**config.mk**
```make
export PLATFORM = sky130hd
export DESIGN_NAME = mem_port_arbiter3
export DESIGN_NICKNAME = d
export VERILOG_FILES = /design/src/rtl/mem_port_arbiter3.sv
export SDC_FILE = /design/constraint.sdc
export NUM_CORES = 1
export LEC_CHECK = 0
export CAP_MARGIN = 20
export CELL_PAD_IN_SITES_DETAIL_PLACEMENT = 1
export CELL_PAD_IN_SITES_GLOBAL_PLACEMENT = 1
export CORE_AREA = 10 10 97 99
export CTS_CLUSTER_DIAMETER = 150
export DETAILED_ROUTE_END_ITERATION = 6
export DIE_AREA = 0 0 107 109
export DONT_BUFFER_PORTS = 1
export GPL_TIMING_DRIVEN = 0
export HOLD_SLACK_MARGIN = 0.06
export PLACE_DENSITY = 0.65
export SETUP_SLACK_MARGIN = 0.1
export SLEW_MARGIN = 0
export SYNTH_ARGS = -nofsm -noshare
export SYNTH_HDL_FRONTEND = slang
export SYNTH_SLANG_ARGS = --single-unit
```
**constraint.sdc**
```tcl
create_clock -name i_clk -period 1.8 [get_ports i_clk]
set_clock_uncertainty 0.1 [all_clocks]
set_input_delay 0.36 -clock i_clk [delete_from_list [all_inputs] [get_ports i_clk]]
set_output_delay 0.36 -clock i_clk [all_outputs]
set_load 0.02 [all_outputs]
```
**src/rtl/mem_port_arbiter3.sv**
```systemverilog
// Round-robin arbiter sharing one downstream memory port among three requesters.
// The grant is held from the IDLE->BUSY edge until the downstream side reports completion.
module mem_port_arbiter3 #(
  parameter int WIDTH = 64
) (
  input  logic             i_clk,
  input  logic             i_reset,
  input  logic [2:0]       i_req,
  input  logic [WIDTH-1:0] i_payload0,
  input  logic [WIDTH-1:0] i_payload1,
  input  logic [WIDTH-1:0] i_payload2,
  output logic             o_out_valid,
  output logic [WIDTH-1:0] o_out_payload,
  input  logic             i_out_done,
  output logic [2:0]       o_done,
  output logic [1:0]       o_sel,
  output logic             o_busy,
  output logic             o_dbg_state
);

  // Handshake: requester i raises req[i] with a stable payload and holds both until it
  // sees done[i]. The shared port sees out_valid from grant until out_done; a done pulse
  // is returned in the same cycle as out_done, and the requester drops req the next cycle.

  typedef enum logic {IDLE = 1'b0, BUSY = 1'b1} state_t;

  state_t     r_state;
  logic [1:0] r_sel;
  logic [1:0] r_last;
  logic       r_just_done;

  logic [2:0]       w_mask;
  logic [2:0]       w_eligible;
  logic [1:0]       w_pick;
  logic             w_any;
  logic             w_busy;
  logic [2:0]       w_done;
  logic [WIDTH-1:0] w_payload;

  // The requester that just completed still holds req for one cycle; hide it then.
  always_comb begin
    w_mask = 3'b000;
    if (r_just_done) begin
      case (r_last)
        2'd0:    w_mask = 3'b001;
        2'd1:    w_mask = 3'b010;
        default: w_mask = 3'b100;
      endcase
    end
    w_eligible = i_req & ~w_mask;
    w_any      = |w_eligible;
  end

  always_comb begin
    w_pick = 2'd0;
    case (r_last)
      2'd0: begin
        if (w_eligible[1])      w_pick = 2'd1;
        else if (w_eligible[2]) w_pick = 2'd2;
        else                    w_pick = 2'd0;
      end
      2'd1: begin
        if (w_eligible[2])      w_pick = 2'd2;
        else if (w_eligible[0]) w_pick = 2'd0;
        else                    w_pick = 2'd1;
      end
      default: begin
        if (w_eligible[0])      w_pick = 2'd0;
        else if (w_eligible[1]) w_pick = 2'd1;
        else                    w_pick = 2'd2;
      end
    endcase
  end

  always_ff @(posedge i_clk or posedge i_reset) begin
    if (i_reset) begin
      r_state     <= IDLE;
      r_sel       <= 2'd0;
      r_last      <= 2'd2;
      r_just_done <= 1'b0;
    end else begin
      case (r_state)
        IDLE: begin
          r_just_done <= 1'b0;
          if (w_any) begin
            r_sel   <= w_pick;
            r_state <= BUSY;
          end
        end
        BUSY: begin
          if (i_out_done) begin
            r_state     <= IDLE;
            r_last      <= r_sel;
            r_just_done <= 1'b1;
          end
        end
        default: r_state <= IDLE;
      endcase
    end
  end

  assign w_busy = (r_state == BUSY);

  always_comb begin
    w_done    = 3'b000;
    w_payload = '0;
    if (w_busy) begin
      case (r_sel)
        2'd0: begin
          w_payload = i_payload0;
          w_done    = {2'b00, i_out_done};
        end
        2'd1: begin
          w_payload = i_payload1;
          w_done    = {1'b0, i_out_done, 1'b0};
        end
        2'd2: begin
          w_payload = i_payload2;
          w_done    = {i_out_done, 2'b00};
        end
        default: begin
          w_payload = '0;
          w_done    = 3'b000;
        end
      endcase
    end
  end

  assign o_out_valid   = w_busy;
  assign o_busy        = w_busy;
  assign o_out_payload = w_payload;
  assign o_done        = w_done;
  assign o_sel         = r_sel;
  assign o_dbg_state   = w_busy;

endmodule

```
==> summary.txt, run 1 <==
Synthesis
  – Flops & latches, synth: 6
  – Largest family of logic cells by synthesized area: simple AND/OR/NAND/NOR gates
  – Sequential area share after synthesis: 0.0713
  – Synthesized area: 2120 sq um
  – Simple-Gate Fraction of Synth Area: 0.336
  – YS warnings: 0
  – Post-Synth XOR/XNOR Area: 0
  – Multiplexer share of the synthesized area: 0.323
  – Mean Syn Cell Area: 6.61 sq um
  – Syn nets: 519
  – Compound-Gate Fraction of Synth Area: 0.175
  – Adder-cell share of the synthesized area: 0
  – Netlist cell types: 25
  – Mapped Cells: 321

Clock network
  – Clock sinks: 6
  – Maximum buffer depth of the clock tree: 2
  – H-tree Lvls: 1
  – Clk slew on worst S/H paths: 0.04 ns
  – Skew-Pair Late Insertion Delay: 0.23 ns
  – Root Buffer: clkbuf_8
  – CTS tree: done
  – Num CTS Buffers: 3

Timing
  – Final TNS setup: -26.29 ns
  – Period minus WS final: 2.25 ns
  – Hold slack: 0.144 ns
  – Slew @ Worst Pin: 0.617 ns
  – Fin. max-slew vios: 0
  – Crit share post-route: 1.25
  – Setup WS post-layout: -0.447 ns
  – Final setup violation count: 67
  – RSZ-0062 raised after global routing: yes
  – Fin. Hold Viols: 0
  – Slew headroom: 0.589
  – Fmax: 0.445 GHz

Routing
  – DRT Pass-1 Iters: 4
  – Drt total wl: 12.1 mm
  – Routed len/inst: 27.1 microns
  – Drt initial violations: 83
  – Via count: 2413
  – Vias per inst: 5.43
  – DR DRC count: 0
  – Post-DRT Antenna Nets: 0

Floorplan
  – Core area: 7530 sq um
  – Die span in y: 109 microns
  – Die area: 11700 sq um
  – Num rows: 32
  – Initial Util: 0.282
  – # IOs: 270
  – DIE WIDTH: 107 microns

Pwr
  – Sw Pwr: 3.57 mW
  – Flop pwr share: 0.055
  – Net Sw Frac: 0.532
  – Leak: 1.40 nW
  – Combinational share of power: 0.912
  – Pint: 3.14 mW
  – Peak VDD IR: 0.883 mV
  – PD cells: 2110 nW/um^2
  – Clock Power Share: 0.034

Placement
  – DP HPWL: 9.52 mm
  – Input/output buffers: 0
  – Placer Congestion: 0.799

Global routing
  – Vias in the first global route: 2656
  – Largest net degree at the start of global routing: 11
  – Remaining global-route overflow: 0
  – Gr usage total: 0.177
  – Initial antenna violation count: 0
  – First-pass GRT wire length: 16.3 mm

Status
  – Failing checks: negative setup slack
  – Status: finished, violations left

Final layout
  – Share of layout cells above drive strength 1: 0.561
  – Layout net count: 541
  – Area grow syn2layout: 49.9%
  – Ant diodes: 0

Setup path
  – Crit Path Class: reg2out
  – Crit start category: flip-flop
  – CP endpoint kind: output pin
  – Worst Path Arrival: 1.79 ns
  – Critical Path RT: 1.34 ns
  – Critical path peak fanout: 6

Min path
  – Hold Crit Class: in2reg

Job
  – Max-cap violations: 0
## routing by layer
layer | global-route usage | vias to the layer above | routed length (microns)
li1 | - | 1129 | -
met1 | 0.185 | 1111 | 4340
met2 | 0.331 | 160 | 6370
met3 | 0.0678 | 13 | 1190
met4 | 0.0338 | 0 | 155
met5 | 0 | - | 0
## critical path, stage by stage, from the launching register on
cell and delay [ns]:
dfrtp_2 0.46, buf_6 0.16, and2b_4 0.31, buf_6 0.16, clkbuf_16 0.16, nand2_2 0.04
o21ai_1 0.07, and2_4 0.20
## metrics by stage
stage / power (mW) / worst slack, ns / cells / utilization / instance area [sq um]
5_1_grt: 7.14 / -0.530 / 444 / 0.423 / 3180
4_1_cts: 6.06 / -0.461 / 437 / 0.368 / 2770
3_3_place_gp: 5.21 / -0.482 / 423 / 0.325 / 2450
6_report: 6.71 / -0.447 / 444 / 0.423 / 3180
2_1_floorplan: 4.48 / 0.0221 / 321 / - / 2320
3_5_place_dp: 5.27 / -0.502 / 423 / 0.325 / 2450
## cell type report
type	count	area, sq um
sequential	6	155
timing repair buffer	17	274
multi-input combinational	282	2280
buffer	31	295
fill	899	4350
clock buffer	4	45.0
tap	102	128
inverter	2	7.51
## kinds of logic after synthesis
| kind of cell | after synthesis |
|---|---|
| AOI/OAI and AO/OA | 71 |
| buffers and inverters | 33 |
| DFF | 6 |
| muxes | 68 |
| and+or+nand+nor | 143 |
## power groups by stage
stage	Sequential (mW)	Combinational, mW	Clock (mW)
after floorplan	0.316	4.16	0
after global placement	0.365	4.84	0
after detailed placement	0.365	4.91	0
after CTS	0.368	5.46	0.232
after global routing	0.378	6.52	0.242
final	0.367	6.12	0.226
## worst paths after layout
kind,from,to,slack [ns],cells after the start
min,i_out_done,r_just_done,0.14,1
min in group asynchronous,i_reset,r_just_done,0.40,2
max in group asynchronous,i_reset,r_last[1],0.94,2
max reg2reg,r_last[1],o_sel[0],0.18,4
min reg2reg,r_just_done,r_just_done,0.43,1
max,o_sel[0],o_out_payload[23],-0.45,7
## synthesized netlist by cell type
cell	instances	area, sq um
a21boi_0	1	7.51
nor2b_1	1	6.26
nor2_1	3	11.3
a21o_1	1	7.51
o21ai_1	1	5.00
nand3b_1	1	7.51
a21oi_2	1	8.76
o21a_1	1	7.51
nor3_1	1	5.00
inv_1	2	7.51
mux2i_1	64	641
buf_2	7	35.0
nand2_1	70	263
nand2b_1	1	6.26
clkbuf_1	13	48.8
buf_4	4	30.0
o21ai_0	65	325
and2_1	64	400
buf_6	7	78.8
dfrtp_1	5	125
and2b_1	1	7.51
mux2_2	4	45.0
a41o_1	1	10.0
dfstp_2	1	26.3
nor3b_1	1	7.51
## flip-flops by register name, summed over array words and instances, names as in the netlist
name and count:
r_last 2, o_busy 1, o_sel 2, r_just_done 1
## what timing repair did
item / CTS / global route
setup buffers: 5 / 3
gates resized for setup: 56 / 86
endpoints found under the hold margin: 5 / 0
setup endpoints to repair: 67 / 67
pin swaps: 4 / 4
gates cloned: 4 / 4
hold buffers: 1 / 0
## cells in the final DEF (no fill, tap or decap), types with 2 or more instances in the layout
cell / Yosys / final
clkbuf_8: 0 / 3
buf_4: 4 / 5
buf_2: 7 / 3
buf_12: 0 / 3
inv_1: 2 / 2
nor2_1: 3 / 3
nand2_4: 0 / 18
dfrtp_2: 0 / 3
clkbuf_1: 13 / 8
dfrtp_1: 5 / 2
nand2_2: 0 / 26
and2_4: 0 / 64
clkbuf_2: 0 / 4
o21ai_0: 65 / 11
mux2_2: 4 / 4
o21ai_1: 1 / 28
buf_6: 7 / 8
clkbuf_16: 0 / 5
o21ai_2: 0 / 26
nand2_1: 70 / 26
buf_8: 0 / 10
mux2i_1: 64 / 63
Note: power is estimated with default switching activity, not from simulation.
==> run 2: changes to the inputs <==
--- a/config.mk
+++ b/config.mk
@@ -5,6 +5,7 @@
 export SDC_FILE = /design/constraint.sdc
 export NUM_CORES = 1
 export LEC_CHECK = 0
+export ABC_AREA = 1
 export CAP_MARGIN = 20
 export CELL_PAD_IN_SITES_DETAIL_PLACEMENT = 1
 export CELL_PAD_IN_SITES_GLOBAL_PLACEMENT = 1
@@ -14,8 +15,7 @@
 export DIE_AREA = 0 0 107 109
 export DONT_BUFFER_PORTS = 1
 export GPL_TIMING_DRIVEN = 0
-export HOLD_SLACK_MARGIN = 0.06
-export PLACE_DENSITY = 0.65
+export PLACE_DENSITY = 0.7
 export SETUP_SLACK_MARGIN = 0.1
 export SLEW_MARGIN = 0
 export SYNTH_ARGS = -nofsm -noshare
==> run 2 against run 1 <==
Flip-flop and latch count unchanged. Non-clock buffer count decreased by 4. Wire length increased by 6.7%. Register-to-register slack gained 0.26 ns. Sequential share of layout area grew 0.22 points. The flow still finishes with violations (negative setup slack). Die area unchanged. Combinational power is 1% higher. Via count grew 28%. Highest routed layer unchanged. Critical path type unchanged. First-iteration DRC count stayed put. Final cell count is 33% higher. Cell area down 4.3%. Critical endpoint is now o_out_payload[40].
==> summary.txt, run 2 <==
Timing
  – Slew headroom: 0.668
  – Fmax: 0.483 GHz
  – Slew @ Worst Pin: 0.498 ns
  – Hold slack: 0.115 ns
  – Crit share post-route: 1.15
  – Fin. Hold Viols: 0
  – Final setup violation count: 65
  – Period minus WS final: 2.07 ns
  – RSZ-0062 raised after global routing: yes
  – Fin. max-slew vios: 0
  – Setup WS post-layout: -0.271 ns

Routing
  – Vias per inst: 5.24
  – Via count: 3100
  – DRT Pass-1 Iters: 4
  – Drt total wl: 12.9 mm
  – Routed len/inst: 21.7 microns
  – DR DRC count: 0
  – Drt initial violations: 83
  – Post-DRT Antenna Nets: 0

Min path
  – Hold Crit Class: in2reg

Final layout
  – Layout net count: 689
  – Register area: 155 sq um
  – Commonest non-fill, non-tap cell in the layout: nand2_1
  – Filler Cell Count: 1039
  – Area of the multi-input gates: 1700 sq um
  – Commonest cells after routing, fill and taps aside: nand2_1, inv_2, nand3_1, nand2_2, nand3_2
  – Non-Filler Instances: 592
  – Area grow syn2layout: 43.7%
  – Ant diodes: 0
  – Final Util: 0.404
  – Share of layout cells above drive strength 1: 0.382

Clock network
  – Clk slew on worst S/H paths: 0.04 ns
  – H-tree Lvls: 1
  – Skew-Pair Late Insertion Delay: 0.24 ns
  – CTS tree: done
  – Clock sinks: 6
  – Maximum buffer depth of the clock tree: 2
  – Num CTS Buffers: 3
  – Root Buffer: clkbuf_8

Synthesis
  – Compound-Gate Fraction of Synth Area: 0.00945
  – YS warnings: 0
  – Most frequent cell after synthesis: nand2_1
  – Async SR Flop Fraction: 1.00
  – Mean Syn Cell Area: 4.55 sq um
  – Multiplexer share of the synthesized area: 0
  – Synthesized area: 2120 sq um
  – Flops & latches, synth: 6
  – Syn nets: 664
  – Adder-cell share of the synthesized area: 0
  – Main flop type after synthesis: dfrtp_1
  – Cell taking the most area after synthesis: nand2_1
  – Mapped Cells: 466
  – EDFF count, synth: 0
  – Simple-Gate Fraction of Synth Area: 0.676
  – Sequential area share after synthesis: 0.0715
  – Top cell type's share of synthesized area: 0.496
  – Largest family of logic cells by synthesized area: simple AND/OR/NAND/NOR gates
  – Post-Synth XOR/XNOR Area: 0
  – Synth top area cells: nand2_1, nand3_1, inv_1
  – Synth cell count leaders: nand2_1, inv_1, nand3_1
  – Netlist cell types: 17

Setup path
  – CP cell instances: nor2_4 -> buf_12 -> clkbuf_16 -> nand2_1 -> nand3_1 -> nand2_1 -> inv_2
  – CP endpoint kind: output pin
  – Reg-to-reg slack, setup: 0.44 ns
  – Crit start category: flip-flop
  – Worst Path Arrival: 1.61 ns
  – Crit-path max cell delay: 0.52 ns
  – CP delay by family, top: flip-flops
  – Critical path peak fanout: 9
  – Slowest cell on crit path: dfrtp_2
  – Most frequent CP cell: nand2_1
  – Critical Path RT: 1.34 ns
  – Number of buffers and inverters on the critical path: 3
  – Crit Path Class: reg2out

Floorplan
  – Initial Util: 0.281
  – Die span in y: 109 microns
  – DIE WIDTH: 107 microns
  – Core area: 7530 sq um
  – Die area: 11700 sq um
  – # IOs: 270
  – Num rows: 32

Status
  – Failing checks: negative setup slack
  – Status: finished, violations left

Global routing
  – Initial antenna violation count: 0
  – Largest net degree at the start of global routing: 11
  – Gr usage total: 0.187
  – Vias in the first global route: 3310
  – Remaining global-route overflow: 0
  – First-pass GRT wire length: 17.4 mm

Placement
  – Input/output buffers: 0
  – Placed cell count: 568
  – DP Worst Slack: -0.353 ns
  – DP HPWL: 10.0 mm
  – Placer Congestion: 0.943

Pwr
  – Net Sw Frac: 0.611
  – Clock Power Share: 0.033
  – Combinational share of power: 0.908
  – Sw Pwr: 4.16 mW
  – PD cells: 2230 nW/um^2
  – Peak VDD IR: 0.813 mV
  – Flop pwr share: 0.058
  – Pint: 2.65 mW
  – Leak: 1.78 nW

Job
  – Max-cap violations: 0
-- run 2: changes by cell type after synthesis, sizes merged, moves of 4 or more --
cell / previous run / this run
nand2: 70 / 282
nand3: 0 / 68
buf: 18 / 23
and2: 64 / 0
inv: 2 / 74
mux2i: 64 / 0
o21ai: 66 / 4
clkbuf: 13 / 4
mux2: 4 / 0
-- run 2: area by class of cell --
type                            instances  area share
Clock buffer                            4      0.0148
Inverter                               74       0.107
Sequential cell                         6      0.0510
Timing Repair Buffer                   17       0.111
Timing Repair inverter                  3     0.00781
Multi-Input combinational cell        359       0.559
Tap cell                              102      0.0419
Buffer                                 27       0.109
-- run 2: repair_timing --
action	CTS	global route
hold endpoints to repair	5	0
pin swaps	1	3
cloned	2	11
endpoints found under the setup margin	67	67
hold buffers	1	0
resized for setup	107	80
buffers inserted	6	0
-- run 2: path summary, 6_finish.rpt --
kind                       startpoint           endpoint  cells past startpoint
max in group asynchronous     i_reset          r_last[1]                      2
min in group asynchronous     i_reset             o_busy                      2
min                        i_out_done             o_busy                      1
min reg2reg                 r_last[1]          r_last[1]                      2
max reg2reg                 r_last[1]           o_sel[0]                      8
max                          o_sel[1]  o_out_payload[40]                      7
-- run 2: cell families after synthesis --
kind of cell | after synthesis
AOI/OAI and AO/OA | 4
and+or+nand+nor | 355
DFF | 6
buffers and inverters | 101
-- run 2: power groups by stage --
stage	Clock [mW]	Combinational, mW	Sequential [mW]
after floorplan	0	3.54	0.337
after global placement	0	4.30	0.367
after detailed placement	0	4.43	0.374
after CTS	0.235	5.16	0.390
after global routing	0.244	6.72	0.413
final	0.228	6.18	0.397
-- run 2: routing by layer --
| metal | up-vias | routed length (microns) | global-route usage |
|---|---|---|---|
| li1 | 1424 | - | - |
| met1 | 1466 | 4430 | 0.182 |
| met2 | 186 | 6900 | 0.359 |
| met3 | 24 | 1260 | 0.0732 |
| met4 | 0 | 270 | 0.0484 |
| met5 | - | 0 | 0 |
-- run 2: metrics by stage --
| stage | setup TNS [ns] | cell area, sq um | total power, mW |
|---|---|---|---|
| 2_1_floorplan | 0 | 2120 | 3.88 |
| 3_3_place_gp | -17.57 | 2250 | 4.67 |
| 3_5_place_dp | -19.04 | 2250 | 4.80 |
| 4_1_cts | -13.93 | 2530 | 5.78 |
| 5_1_grt | -19.26 | 3040 | 7.38 |
| 6_report | -13.87 | 3040 | 6.80 |
